### src/rtl/reset_sequencer.sv
// Board bring-up reset sequencer: waits for stable PLL lock, then
// releases reset domains in index order; re-sequences on loss or button.
module reset_sequencer #(
  parameter int NUM_LOCK        = 1,
  parameter int NUM_STAGES      = 3,
  parameter int LOCK_STABLE     = 1024,
  parameter int STAGE_DELAY     = 256,
  parameter int DEBOUNCE_CYCLES = 100000,
  parameter int SYNC_STAGES     = 2
) (
  input  logic                  clk,
  input  logic                  rst_n,
  input  logic [NUM_LOCK-1:0]   locked_i,
  input  logic                  button_i,
  output logic [NUM_STAGES-1:0] rst_stage_o,
  output logic                  ready_o,
  output logic [1:0]            state_o,
  output logic [7:0]            lock_loss_cnt_o
);

  localparam int CMAX =
    (LOCK_STABLE > STAGE_DELAY) ? LOCK_STABLE : STAGE_DELAY;
  localparam int CW = $clog2(CMAX + 1);
  localparam int DW = $clog2(DEBOUNCE_CYCLES + 1);
  localparam int IW = (NUM_STAGES > 1) ? $clog2(NUM_STAGES) : 1;

  localparam logic [CW-1:0] LS_LAST = CW'(LOCK_STABLE - 1);
  localparam logic [CW-1:0] SD_LAST = CW'(STAGE_DELAY - 1);
  localparam logic [CW-1:0] C_ONE   = CW'(1);
  localparam logic [DW-1:0] DB_LAST = DW'(DEBOUNCE_CYCLES - 1);
  localparam logic [DW-1:0] DB_ONE  = DW'(1);
  localparam logic [IW-1:0] I_LAST  = IW'(NUM_STAGES - 1);
  localparam logic [IW-1:0] I_ONE   = IW'(1);

  typedef enum logic [1:0] {
    WAIT_LOCK = 2'd0,
    STABLE    = 2'd1,
    RELEASE   = 2'd2,
    RUN       = 2'd3
  } state_t;

  logic [NUM_LOCK-1:0]    lock_sync [SYNC_STAGES];
  logic [SYNC_STAGES-1:0] btn_sync;
  logic                   lock_ok;
  logic                   btn_s;

  logic [DW-1:0]          db_cnt;
  logic                   db_lvl;
  logic                   btn_req;

  state_t                 state;
  logic [CW-1:0]          cnt;
  logic [IW-1:0]          idx;
  logic [NUM_STAGES-1:0]  rst_stage;
  logic                   ready;
  logic [7:0]             llc;
  logic                   abort_lock;

  // Bring the async lock flags and button into the clk domain
  always_ff @(posedge clk or negedge rst_n) begin
    if (!rst_n) begin
      for (int i = 0; i < SYNC_STAGES; i++)
        lock_sync[i] <= '0;
      btn_sync <= '0;
    end else begin
      lock_sync[0] <= locked_i;
      for (int i = 1; i < SYNC_STAGES; i++)
        lock_sync[i] <= lock_sync[i-1];
      btn_sync <= {btn_sync[SYNC_STAGES-2:0], button_i};
    end
  end

  assign lock_ok = &lock_sync[SYNC_STAGES-1];
  assign btn_s   = btn_sync[SYNC_STAGES-1];

  // Debounce the button; a press yields a one-cycle request pulse
  always_ff @(posedge clk or negedge rst_n) begin
    if (!rst_n) begin
      db_cnt  <= '0;
      db_lvl  <= 1'b0;
      btn_req <= 1'b0;
    end else begin
      btn_req <= 1'b0;
      if (btn_s != db_lvl) begin
        if (db_cnt == DB_LAST) begin
          db_lvl  <= btn_s;
          db_cnt  <= '0;
          btn_req <= btn_s;
        end else begin
          db_cnt <= db_cnt + DB_ONE;
        end
      end else begin
        db_cnt <= '0;
      end
    end
  end

  // Lock loss only matters once the sequence has started
  assign abort_lock = !lock_ok && (state != WAIT_LOCK);

  // Sequencing FSM with registered stage resets, ready and loss count
  always_ff @(posedge clk or negedge rst_n) begin
    if (!rst_n) begin
      state     <= WAIT_LOCK;
      cnt       <= '0;
      idx       <= '0;
      rst_stage <= '1;
      ready     <= 1'b0;
      llc       <= '0;
    end else if (abort_lock || btn_req) begin
      state     <= WAIT_LOCK;
      cnt       <= '0;
      idx       <= '0;
      rst_stage <= '1;
      ready     <= 1'b0;
      if (abort_lock && state == RUN && llc != 8'hFF)
        llc <= llc + 8'd1;
    end else begin
      unique case (state)
        WAIT_LOCK: begin
          if (lock_ok) begin
            state <= STABLE;
            cnt   <= '0;
          end
        end
        STABLE: begin
          if (cnt == LS_LAST) begin
            rst_stage[0] <= 1'b0;
            cnt          <= '0;
            idx          <= I_ONE;
            if (NUM_STAGES == 1) begin
              state <= RUN;
              ready <= 1'b1;
            end else begin
              state <= RELEASE;
            end
          end else begin
            cnt <= cnt + C_ONE;
          end
        end
        RELEASE: begin
          if (cnt == SD_LAST) begin
            rst_stage[idx] <= 1'b0;
            cnt            <= '0;
            if (idx == I_LAST) begin
              state <= RUN;
              ready <= 1'b1;
            end else begin
              idx <= idx + I_ONE;
            end
          end else begin
            cnt <= cnt + C_ONE;
          end
        end
        RUN: begin
        end
      endcase
    end
  end

  assign rst_stage_o     = rst_stage;
  assign ready_o         = ready;
  assign state_o         = state;
  assign lock_loss_cnt_o = llc;

endmodule
### config.mk
export PLATFORM = sky130hd
export DESIGN_NAME = reset_sequencer
export DESIGN_NICKNAME = d
export VERILOG_FILES = /design/src/rtl/reset_sequencer.sv
export SDC_FILE = /design/constraint.sdc
export NUM_CORES = 1
export LEC_CHECK = 0
export BUFFER_PORTS_ARGS = -buffer_cell sky130_fd_sc_hd__buf_2
export CORE_UTILIZATION = 45
export DETAILED_ROUTE_END_ITERATION = 10
export PLACE_DENSITY = 0.63
export SLEW_MARGIN = 10
export SYNTH_ARGS = -nofsm -noshare
export SYNTH_HDL_FRONTEND = slang
export SYNTH_SLANG_ARGS = --single-unit
### constraint.sdc
create_clock -name clk -period 5.2 [get_ports clk]
set_clock_uncertainty 0.2 [all_clocks]
set_input_delay 0.26 -clock clk [delete_from_list [all_inputs] [get_ports clk]]
set_output_delay 0.26 -clock clk [all_outputs]
set_load 0.02 [all_outputs]
Word-level counts from Yosys, hierarchy flattened
Index checks and enable logic that the tools add are counted.

operators by class
  add/sub/neg operators = 4
  multiply operators = 0
  divide/modulo/power cells = 0
  order comparisons = 2
  eq/ne operators = 14
  shift operators = 0
  multiplexer cells = 31
  bitwise logic cells = 2
  reduce and logical (&&, ||, !) cells = 21

operator list
  cell                     count
  $mux W11                 4
  $mux W17                 2
  $pmux W11 S3             1
  $mux W2                  10
  $add A17 B1 Y17 const B  1
  $eq A17 B17 Y1 const B   1
  $ne A3 B3 Y1 const B     5
  $add A11 B1 Y11 const B  1
  $eq A11 B10 Y1 const B   1
  $eq A11 B8 Y1 const B    1
  $add A8 B1 Y8 const B    1
  $mux W1                  8
  $ne A8 B8 Y1 const B     1
  $reduce_and A2 Y1        4
  $reduce_bool A2 Y1       4
  $eq A2 B2 Y1 const B     3
  $mux W3                  2
  $pmux W2 S3              1
  $reduce_and A3 Y1        2
  $reduce_and A5 Y1        1
  $logic_and A1 B1 Y1      4
  $pmux W2 S2              1
  $reduce_and A4 Y1        1
  $reduce_bool A4 Y1       1
  13 further kinds         13

word-level totals
  flip-flop bits (word level) = 50
  latch bits = 0
  bits in writable memories = 0
  ROM bits = 0
  input bits = 4
  output and inout bits = 14
  memories = 0

Depth between registers and ports, before layout
Gate-level depths: netlist of the first run.

  depth after elaboration = 9
  mapped depth = 8
  mapped depth without buffers = 6

Least setup slack after synthesis of the first run
No wires, ideal clock.

  path type = register -> register
  start point = register state[1] (netlist: state_o[1])
  end point = register cnt[10]
  arrival time = 2.082 ns
  path slack = 2.797 ns
  stages on the path, launching flop included = 9
  path through = dfrtp_1 inv_1 ha_1 buf_2 or4b_1 a21oi_1 buf_2 nor4b_1 a22o_1

between the ends
  longest elaborated chain between the ends = 5
  elaborated cells on any way between the ends = 11

RTL lines
  what                                                                 RTL line  RTL
  start, declared                                                      51        state_t state;
  start signal, assigned                                               104       state <= WAIT_LOCK;
  start signal, assigned                                               111       state <= WAIT_LOCK;
  start signal, assigned                                               122       state <= STABLE;
  $reduce_bool A2 Y1                                                   99        assign abort_lock = !lock_ok && (state != WAIT_LOCK);
  $logic_and A1 B1 Y1                                                  99
  $logic_or A1 B1 Y1                                                   110       end else if (abort_lock || btn_req) begin
  $ne A3 B3 Y1 (no source line) or $reduce_bool A4 Y1 (tied branches)  n/a
  $reduce_and A2 Y1 (no source line)                                   n/a
  end signal, assigned                                                 138       cnt <= cnt + C_ONE;
  end signal, assigned                                                 152       cnt <= cnt + C_ONE;
  end, declared                                                        52        logic [CW-1:0] cnt;

Parallel ways exist; a longest one is shown, timed or not.
A chain may end at the register's enable or synchronous reset.

Worst setup path in the final report of the first run
  start point = register state[0] (netlist: state_o[0])
  end point = register cnt[10]

The elaborated chain is that of the path after synthesis.

==> results of run 1 <==
[final cells by class]
class | instances | area [um2] | share of cell area, %
clock buffer | 7 | 76.32 | 2.594
clock inverter | 1 | 7.507 | 0.2551
inverter | 13 | 48.80 | 1.658
multi-input combinational | 202 | 1343 | 45.62
sequential | 50 | 1255 | 42.64
tap | 72 | 90.09 | 3.061
timing repair buffer | 21 | 122.6 | 4.167
[layer usage]
layer	share of wire (%)	GRT usage (%)
met1	52	29.12
met2	42	27.24
met3	4.1	4.598
met4	1.4	5.636
met5	0	0
[path summary, 6_finish.rpt]
| kind | startpoint | end | slack, ns | depth (start not counted) |
|---|---|---|---|---|
| worst max-delay path | state_o[0] | cnt[10] | 2.33 | 6 |
| worst min-delay path | lock_sync[1] | lock_ok | 0.16 | 0 |
| worst max register to register | state_o[0] | cnt[10] | 2.33 | 6 |
| worst min register to register | lock_sync[1] | lock_ok | 0.16 | 0 |
| max in group asynchronous | rst_n | idx[1] | 4.01 | 3 |
| min in group asynchronous | rst_n | cnt[8] | 0.35 | 3 |
[where the power goes]
group	total, mW	switching (mW)	internal [mW]
Combinational	0.311	0.202	0.108
Sequential	0.452	0.0361	0.416
Clock	0.228	0.132	0.0955
[synthesized netlist by cell type (all sizes together), types with 4 or more instances]
cell and instances:
o21ai 5, or4 4, nor2 22, dfrtp 47, nor3 13, a21oi 6
nand4 15, xor2 8, xnor2 13, inv 13, clkbuf 8, ha 10
a41oi 4, nand2 25, and4 4, nand3 19, nor4 7, o211ai 4
[what timing repair did]
item / CTS / global route
hold buffers: 3 / 0
hold endpoints to repair: 49 / 0
endpoints found under the setup margin: 0 / 0
[sequential cells by signal, indices dropped and copies added, names as in the netlist]
signal / cells
db_cnt: 17
cnt: 11
lock_loss_cnt_o: 8
rst_stage_o: 3
btn_sync: 2
idx: 2
state_o: 2
btn_req: 1
db_lvl: 1
lock_ok: 1
lock_sync: 1
ready_o: 1
[cell families (layout without fill, tap and decap cells)]
logic type	after synthesis	count (layout)
buffers and inverters	23	42
xor gates and xnor gates	21	21
muxes	1	1
AOI/OAI and AO/OA	44	44
DFF	50	50
adders and majority gates	10	10
and+or+nand+nor	126	126
[stage by stage]
stage | worst slack [ns] | cells | hold slack (ns)
6_report | 2.330 | 366 | 0.1577
5_1_grt | 2.181 | 366 | 0.1721
4_1_cts | 2.354 | 366 | 0.1580
3_5_place_dp | 2.371 | 355 | 0.1363
3_3_place_gp | 2.497 | 355 | 0.1331
2_1_floorplan | 2.797 | 275 | -0.2356
==> metrics.md, run 1 <==
| Metric | Value |
|---|---|
| Clk Latency, worst-skew pair | `between 0.3 and 0.4 ns` |
| CP Data Arrival Time | `2.88 ns` |
| Post_cts resized | `0` |
| Mux share of post-synthesis cell area | `0.4190%` |
| Die H | `79.28 um` |
| Commonest non-fill, non-tap cell in the layout | `dfrtp_1` |
| Post-Synth XOR/XNOR Area | `6.844%` |
| Endpoints failing hold | `0` |
| Compound-cell area share of the yosys netlist | `a little under an eighth` |
| Vias per Instance | `5.719` |
| Clock slew at reported path FFs | `0.09 ns` |
| DRC | `0` |
| Startpoint types | `flop` |
| DR vias | `2,093` |
| Initial Utilization | `a little under half` |
| Critical path class | `flop to flop` |
| Max-cap violation count | `0` |
| Simple-Gate Fraction of Synth Area | `26.07%` |
| Slew Limit Fails | `0` |
| Number of synthesized flops with an enable pin | `0` |
| CP Max Fanout | `15` |
| Buf/Inv on CP | `1` |
| FMAX | `348.5 MHz` |
| Yosys warning total | `0` |
| Leak pwr | `about 1.2 nW` |
| Fill count | `527` |
| Post-layout util | `52.16%` |
| Final period utilization | `a little under three fifths` |
| Largest net degree at the start of global routing | `51` |
| Antenna Nets Post-Route | `0` |
| RSZ-0062 raised after global routing | `no` |
| CP peak stage delay | `0.73 ns` |
| Boundary pin count | `18` |
| Synth Register Bits | `50` |
| Syn Area/Cell | `~10 um2` |
| Routed wire length | `about 5300 um` |
| DR pass1 iterations | `6` |
| CORE AREA | `5642 um2` |
| CTS max path bufs | `2` |
| Tot GR Track Use | `19.33%` |
| Main flop type after synthesis | `dfrtp_1` |
| Overflow left after global routing | `0` |
| Clock Tree Root | `clkbuf_8` |
| First-pass GRT wire length | `9522 um` |
| Setup TNS Final | `0 ns` |
| Vias in the first global route | `between 1,500 and 2,000` |
| # Post-CTS Setup Buffers | `0` |
| Routed wire per std cell | `roughly 15 um` |
| Syn Inst Count | `275` |
| Violation count after the first detailed-route iteration | `191` |
| H-Tree Depth | `2` |
| Synth Area in Adders | `~4.7%` |
| CTS Sinks | `50` |
| Biggest area consumer among synthesized cells | `dfrtp_1` |
| Num rows | `27` |
| Hold Crit Class | `flop to flop` |
| HPWL Detailed | `approximately 3700 um` |
| Ys async rst share | `100.0%` |
| Slowest-stage cell, CP | `a21oi_1` |
| Final setup viols | `0` |
| CP endpoint kind | `flop` |
| Post-synth top area share | `a little over two fifths` |
| Total power | `slightly below 1 mW` |
| CP Cell Sequence | `inv_1, ha_1, or4b_1, a21oi_1, nor4b_1, a22o_1` |
| Post-placement cell area | `2829 um2` |
| Antenna violations before repair | `0` |
| CP top delay family | `compound AO/OA/AOI/OAI gates` |
| Layout area overhead | `9.497%` |
| Die area | `6285 um2` |
| Most frequent cells in the layout | `47 x dfrtp_1, 25 x nand2_1, 22 x nor2_1` |
| Final Net Count | `307` |
| Seq/Total Area, Yosys | `46.69%` |
| Layout cells sized above 1 | `between 10 and 15%` |
| Synth area leaders | `dfrtp_1 44%, ha_1 4.7%, xnor2_1 4.2%` |
| Peak supply drop | `~180 uV` |
| Final instance area | `2943 um2` |
| Syn_nets | `289` |
| Synth unique cells | `57` |
| Worst relative slew slack | `26.01%` |
| Min cycle time layout | `2.870 ns` |
| Post-Syn Area | `about 2700 um2` |
| Inserted Diodes | `0` |
| Data required, critical path | `5.21 ns` |
| Die span in x | `79.28 um` |
| Least-Margin Pin Slew | `1.108 ns` |
| Largest family of logic cells by synthesized area | `simple AND/OR/NAND/NOR gates` |
| CTS tree | `built` |
| Global placement routability congestion | `between 0.8 and 0.9` |
| Status | `completed` |
| Cts bufs inserted | `5` |
| I/O Buffers | `17` |
| PwrDens | `336.6 nW/um2` |
Power figures use the tool's default switching activity.
==> run 2, diff against run 1 <==
PLACE_DENSITY = 0.66   (was 0.63)
clock period = 2.61 ns   (was 5.2 ns; I/O delays follow)
==> run 2 against run 1 <==
Hold slack got worse by 0.0044 ns; critical path depth grew 1; maximum frequency up 21%; clock power is 130% higher; total power is 110% higher; via count increased by 1.3%; largest power group unchanged; clock-buffer cell count is 1 higher; non-clock buffer count increased by 6; critical path type unchanged; setup slack got worse by 2.1 ns; routed wire length about the same; core utilization up 1.3 points.
==> metrics.md, run 2 (same netlist as run 1, synthesis figures left out) <==
| Metric | Value |
|---|---|
| Hold Path Cell Cnt | `0 (unchanged)` |
| Non-Filler Instances | `372 (+1.6%)` |
| Die span in x | `79.28 um (unchanged)` |
| FMAX | `422.1 MHz (+21%)` |
| Antenna violations before repair | `0 (unchanged)` |
| Largest net degree at the start of global routing | `51 (unchanged)` |
| Clock Tree Root | `clkbuf_8` |
| Post-layout util | `53.43% (+1.3 points)` |
| Flop pwr share | `43.5% (-2.1 points)` |
| Layout cells sized above 1 | `13.67% (+2.4 points)` |
| Slowest-stage cell, CP | `or4b_1` |
| Hold Crit Class | `flop to flop` |
| Die area | `6285 um2 (unchanged)` |
| Global placement routability congestion | `0.7971 (-3.9%)` |
| Violation count after the first detailed-route iteration | `155 (-19%)` |
| Clock slew at reported path FFs | `0.10 ns (about the same)` |
| Final setup viols | `0 (unchanged)` |
| CP top delay family | `compound AO/OA/AOI/OAI gates` |
| R2R setup slack | `0.24 ns (-2.09 ns)` |
| CP peak stage delay | `0.55 ns (-0.18 ns)` |
| Hold-fix buffers, CTS | `3 (unchanged)` |
| Antenna Nets Post-Route | `0 (unchanged)` |
| DRC | `0 (unchanged)` |
| HPWL Detailed | `3758 um (+2.0%)` |
| Endpoints failing hold | `0 (unchanged)` |
| Inserted Diodes | `0 (unchanged)` |
| Status | `completed` |
| CP Max Fanout | `7 (-8)` |
| Cts bufs inserted | `5 (unchanged)` |
| First-pass GRT wire length | `9370 um (-1.6%)` |
| Clk network pwr share | `25.1% (+2.1 points)` |
| Inst Count DP | `361 (+1.7%)` |
| Final Net Count | `313 (+2.0%)` |
| Overflow left after global routing | `0 (unchanged)` |
| Routed wire length | `5318 um (about the same)` |
| Logic pwr share | `31.4% (about the same)` |
| Switching portion of total power | `34.84% (-2.6 points)` |
| Buf/Inv on CP | `2 (+1)` |
| Routed wire per std cell | `14.30 um (-1.5%)` |
| Layout area overhead | `12.15%` |
| DR pass1 iterations | `4 (-2)` |
| Register with the most flip-flops | `db_cnt` |
| H-Tree Depth | `2 (unchanged)` |
| Clk Latency, worst-skew pair | `0.31 ns (about the same)` |
| Total power | `2.060 mW (+110%)` |
| CTS tree | `built` |
| Critical path class | `flop to flop` |
| Sw power | `0.7176 mW (+93%)` |
| DR vias | `2,120 (+1.3%)` |
| CP endpoint kind | `flop` |
| CTS max path bufs | `2 (unchanged)` |
| PwrDens | `683.4 nW/um2 (+100%)` |
| Commonest non-fill, non-tap cell in the layout | `dfrtp_1` |
| Num rows | `27 (unchanged)` |
| Crit. path cell count | `7 (+1)` |
| Vias per Instance | `5.699 (-0.34%)` |
| Most frequent cells in the layout | `47 x dfrtp_1, 25 x nand2_1, 22 x nor2_1` |
| Worst relative slew slack | `58.14% (+32 points)` |
| Tot GR Track Use | `19.08% (-0.26 points)` |
| Max-cap violation count | `0 (unchanged)` |
| Post_cts resized | `0 (unchanged)` |
| Vias in the first global route | `2,022 (+3.7%)` |
| RSZ-0062 raised after global routing | `no` |
| Max reg flops | `17 (unchanged)` |
| I/O Buffers | `17 (unchanged)` |
| Die H | `79.28 um (unchanged)` |
| Least-Margin Pin Slew | `0.6279 ns (-0.4797 ns)` |
| # Post-CTS Setup Buffers | `0 (unchanged)` |
| Setup TNS Final | `0 ns (unchanged)` |
| Internal | `1.342 mW (+120%)` |
| Min cycle time layout | `2.369 ns (-0.5004 ns)` |
| Data required, critical path | `2.64 ns (-2.57 ns)` |
| Peak supply drop | `586.2 uV (+220%)` |
| Leak pwr | `1.247 nW (+4.0%)` |
| CORE AREA | `5642 um2 (unchanged)` |
| Worst R2R Path Depth | `7 (+1)` |
| Startpoint types | `flop` |
| Boundary pin count | `18 (unchanged)` |
| Initial Utilization | `47.64% (unchanged)` |
| CP Cell Sequence | `inv_1, ha_1, or4b_1, a21oi_1, buf_4, a41oi_1, o22ai_1` |
| CTS Sinks | `50 (unchanged)` |
| Slew Limit Fails | `0 (unchanged)` |
| CP Data Arrival Time | `2.40 ns (-0.48 ns)` |
| Final period utilization | `90.77% (+36 points)` |
-- run 2: changes by cell type in the layout (fill, tap and decap cells not counted) --
cell        delta
buf_4          +6
clkinvlp_4     -1
clkbuf_1       -2
clkbuf_8       +3
-- run 2: area by class of cell --
type | count | area, um2
multi-input combinational | 202 | 1343
tap | 72 | 90.09
sequential | 50 | 1255
fill | 519 | 2628
clock buffer | 8 | 110.1
timing repair buffer | 27 | 167.7
inverter | 13 | 48.80
-- run 2: power by group through the flow --
stage / Combinational [mW] / Sequential [mW] / Clock (mW)
2_1_floorplan: 0.421 / 0.942 / 0
3_3_place_gp: 0.637 / 0.908 / 0
3_5_place_dp: 0.639 / 0.912 / 0
4_1_cts: 0.650 / 0.897 / 0.541
5_1_grt: 0.725 / 0.909 / 0.570
6_report: 0.647 / 0.895 / 0.517
-- run 2: routing by layer --
| metal | track usage (%) | share of wire (%) | vias to the layer above |
|---|---|---|---|
| li1 | - | - | 1064 |
| met1 | 26.01 | 50 | 1018 |
| met2 | 29.14 | 45 | 30 |
| met3 | 4.828 | 3.1 | 8 |
| met4 | 7.091 | 1.5 | 0 |
| met5 | 0 | 0 | - |
-- run 2: worst paths after layout --
check                              from         end
max                          state_o[1]      cnt[5]
min                        lock_sync[1]     lock_ok
max reg2reg                  state_o[1]      cnt[5]
min reg2reg                lock_sync[1]     lock_ok
max in group asynchronous         rst_n  db_cnt[12]
min in group asynchronous         rst_n      cnt[9]
-- run 2: through the flow --
stage	hold slack [ns]	instance area [um2]	worst slack [ns]
after floorplan	-0.3651	2688	0.2075
after global placement	0.03984	2874	0.3362
after detailed placement	0.03990	2874	0.2468
after CTS	0.1566	3014	0.2287
after global routing	0.1679	3014	0.04125
final	0.1532	3014	0.2409
-- run 2: worst reg2reg max path, stage by stage, from the launching register on --
cell and delay (ns):
dfrtp_1 0.42, inv_1 0.08, ha_1 0.23, or4b_1 0.55, a21oi_1 0.38, buf_4 0.24
a41oi_1 0.06, o22ai_1 0.15
==> run 3, diff against run 2 <==
ABC_AREA = 1   (was unset)
PLACE_DENSITY = 0.65   (was 0.66)
TNS_END_PERCENT = 50   (was unset)
==> run 3 against run 2 <==
Critical path depth increased by 2; die area increased by 6.8%; combinational power increased by 24%; critical path type unchanged; sequential power increased by 2.8%; flip-flop and latch count unchanged; design area increased by 4.2%; global-route usage decreased by 0.27 points; highest routed layer unchanged.
==> metrics.md, run 3 <==
| Metric | Value |
|---|---|
| Register with the most flip-flops | `db_cnt` |
| DRC | `0 (unchanged)` |
| Synth unique cells | `33 (-42%)` |
| Violation count after the first detailed-route iteration | `160 (+3.2%)` |
| Antenna Nets Post-Route | `0 (unchanged)` |
| PwrDens | `703.2 nW/um2 (+2.9%)` |
| Peak supply drop | `328.8 uV (-44%)` |
| CP Data Arrival Time | `2.20 ns (-0.20 ns)` |
| Synth area leaders | `dfrtp_1 41%, nand2_1 11%, inv_1 6.3%` |
| CTS tree | `built` |
| Vias per Instance | `5.020 (-12%)` |
| Seq/Total Area, Yosys | `43.65% (-3.0 points)` |
| Biggest area consumer among synthesized cells | `dfrtp_1` |
| Clk Latency, worst-skew pair | `0.31 ns (about the same)` |
| Inserted Diodes | `0 (unchanged)` |
| Post-synth top area share | `40.91% (-2.9 points)` |
| Global placement routability congestion | `0.8267 (+3.7%)` |
| Ys async rst share | `100.0% (unchanged)` |
| Total power | `2.208 mW (+7.2%)` |
| Most frequent cells in the layout | `81 x nand2_1, 48 x inv_1, 47 x dfrtp_1` |
| Top post-synthesis cells by count | `81 x nand2_1, 48 x inv_1, 47 x dfrtp_1` |
| Non-Filler Instances | `456 (+23%)` |
| CORE AREA | `6026 um2 (+6.8%)` |
| Critical path class | `flop to flop` |
| Main flop type after synthesis | `dfrtp_1` |
| Leak pwr | `1.423 nW (+14%)` |
| I/O Buffers | `17 (unchanged)` |
| Dpl ws | `0.4563 ns (+0.2096 ns)` |
| H-Tree Depth | `2 (unchanged)` |
| Number of synthesized flops with an enable pin | `0 (unchanged)` |
| Hold Crit Class | `input pin to asynchronous set/reset pin` |
| RSZ-0062 raised after global routing | `no` |
| Num rows | `28 (+3.7%)` |
| Top-count cell post-synth | `nand2_1` |
| Die H | `81.94 um (+3.3%)` |
| Layout area overhead | `9.225%` |
| CTS Sinks | `50 (unchanged)` |
| FMAX | `456.2 MHz (+8.1%)` |
| Die span in x | `81.94 um (+3.3%)` |
| Yosys warning total | `0 (unchanged)` |
| Worst relative slew slack | `72.30% (+14 points)` |
| Antenna violations before repair | `0 (unchanged)` |
| Max-cap violation count | `0 (unchanged)` |
| Final Net Count | `394 (+26%)` |
| Final period utilization | `83.99% (-6.8 points)` |
| Crit path from | `state_o[0]` |
| Startpoint types | `flop` |
| HPWL Detailed | `4166 um (+11%)` |
| Clock Tree Root | `clkbuf_8` |
| Syn_nets | `371 (+28%)` |
| Data required, critical path | `2.62 ns (-0.02 ns)` |
| Inst Count DP | `445 (+23%)` |
| Syn Inst Count | `357 (+30%)` |
| Post-Syn Area | `2875 um2 (+7.0%)` |
| Largest net degree at the start of global routing | `34 (-33%)` |
| Endpoints failing hold | `0 (unchanged)` |
| Worst r2r src | `state_o[0]` |
| First-pass GRT wire length | `9632 um (+2.8%)` |
| Initial Utilization | `47.72% (+0.078 points)` |
| Cts bufs inserted | `5 (unchanged)` |
| Max reg flops | `17 (unchanged)` |
| Fill count | `568 (+9.4%)` |
| DR vias | `2,289 (+8.0%)` |
| Final setup viols | `0 (unchanged)` |
| Slew Limit Fails | `0 (unchanged)` |
| Layout cells sized above 1 | `15.22% (+1.6 points)` |
| Clock slew at reported path FFs | `0.10 ns (about the same)` |
| Syn Area/Cell | `8.054 um2 (-18%)` |
| Setup ws final | `0.4178 ns (+0.1769 ns)` |
| Tot GR Track Use | `18.81% (-0.27 points)` |
| CTS max path bufs | `2 (unchanged)` |
| Setup TNS Final | `0 ns (unchanged)` |
| Commonest non-fill, non-tap cell in the layout | `nand2_1` |
| CP endpoint kind | `flop` |
| Least-Margin Pin Slew | `0.4155 ns (-0.2124 ns)` |
| Synth Register Bits | `50 (unchanged)` |
| Routed wire length | `5607 um (+5.4%)` |
| Status | `completed` |
| Overflow left after global routing | `0 (unchanged)` |
| Vias in the first global route | `2,178 (+7.7%)` |
| CP Max Fanout | `14 (+7)` |
| Routed wire per std cell | `12.30 um (-14%)` |
| Boundary pin count | `18 (unchanged)` |
| # Post-CTS Setup Buffers | `0 (unchanged)` |
| DR pass1 iterations | `4 (unchanged)` |
| Die area | `6713 um2 (+6.8%)` |
| Min cycle time layout | `2.192 ns (-0.1769 ns)` |
run 3: cell count changes after synthesis, moves of 5 or more:
cell / delta
nand2_1: +56
inv_1: +35
nor2_1: +18
o21ai_0: +10
clkbuf_1: -7
xnor2_1: -7
nand2_2: +5
run 3: cell families (layout without fill, tap and decap cells):
group | after synthesis | count (layout) | synth area share (%)
flops | 50 | 50 | 43.65
fa+ha+maj | 10 | 10 | 4.352
simple gates | 192 | 192 | 32.16
compound gates | 32 | 32 | 6.571
buf+inv | 57 | 81 | 8.398
xor+xnor | 16 | 16 | 4.874
run 3: worst max-delay path: stages, from the launching register on:
cell,delay (ns)
dfrtp_1,0.44
inv_1,0.11
ha_1,0.40
nor2_2,0.07
nand4_1,0.11
nand2_2,0.18
inv_2,0.27
o21ai_0,0.14
o21ai_1,0.12
inv_1,0.05
run 3: final timing paths:
check                                endpoint  cells after the start  slack (ns)
max reg2reg                            cnt[6]                      9        0.42
min in group clk                  btn_sync[1]                      0        0.16
min                        lock_loss_cnt_o[2]                      2        0.07
max in group asynchronous         btn_sync[0]                      3        1.38
max                                    cnt[6]                      9        0.42
min reg2reg                       btn_sync[1]                      0        0.16
run 3: report_power, final:
group | total (mW) | switching, mW | internal, mW
Combinational | 0.800 | 0.557 | 0.243
Sequential | 0.920 | 0.0676 | 0.852
Clock | 0.488 | 0.290 | 0.198
Total | 2.21 | 0.915 | 1.29
run 3: repair_timing:
item | CTS | global route
gates resized for setup | 0 | 0
endpoints found under the hold margin | 19 | 0
hold buffers | 3 | 0
run 3: stage by stage:
step                util (%)  hold WS [ns]  area (um2)
floorplan                  -       -0.3651        2875
global placement       50.04       -0.1152        3015
detailed placement     50.04       -0.1125        3015
CTS                    52.12       0.07681        3141
global route           52.12        0.1124        3141
finish                 52.12       0.06632        3141
run 3: layout make-up:
cell class              count  area (um2)  share of cell area [%]
well taps                  75       93.84                   2.988
repair buffers             21       122.6                   3.904
inverters                  52       195.2                   6.215
multi-input cells         250        1379                   43.90
flip-flops and latches     50        1255                   39.96
clock inverters             3       26.28                  0.8367
clock buffers               5       68.82                   2.191
run 3: per-layer routing:
metal	vias up	GRT usage (%)	wire (um)	share of wire (%)
met5	-	0	0	0
met4	0	5.965	68	1.2
met3	6	3.444	162	2.9
met2	36	30.83	2581	46
met1	1059	24.95	2794	50
li1	1188	-	-	-
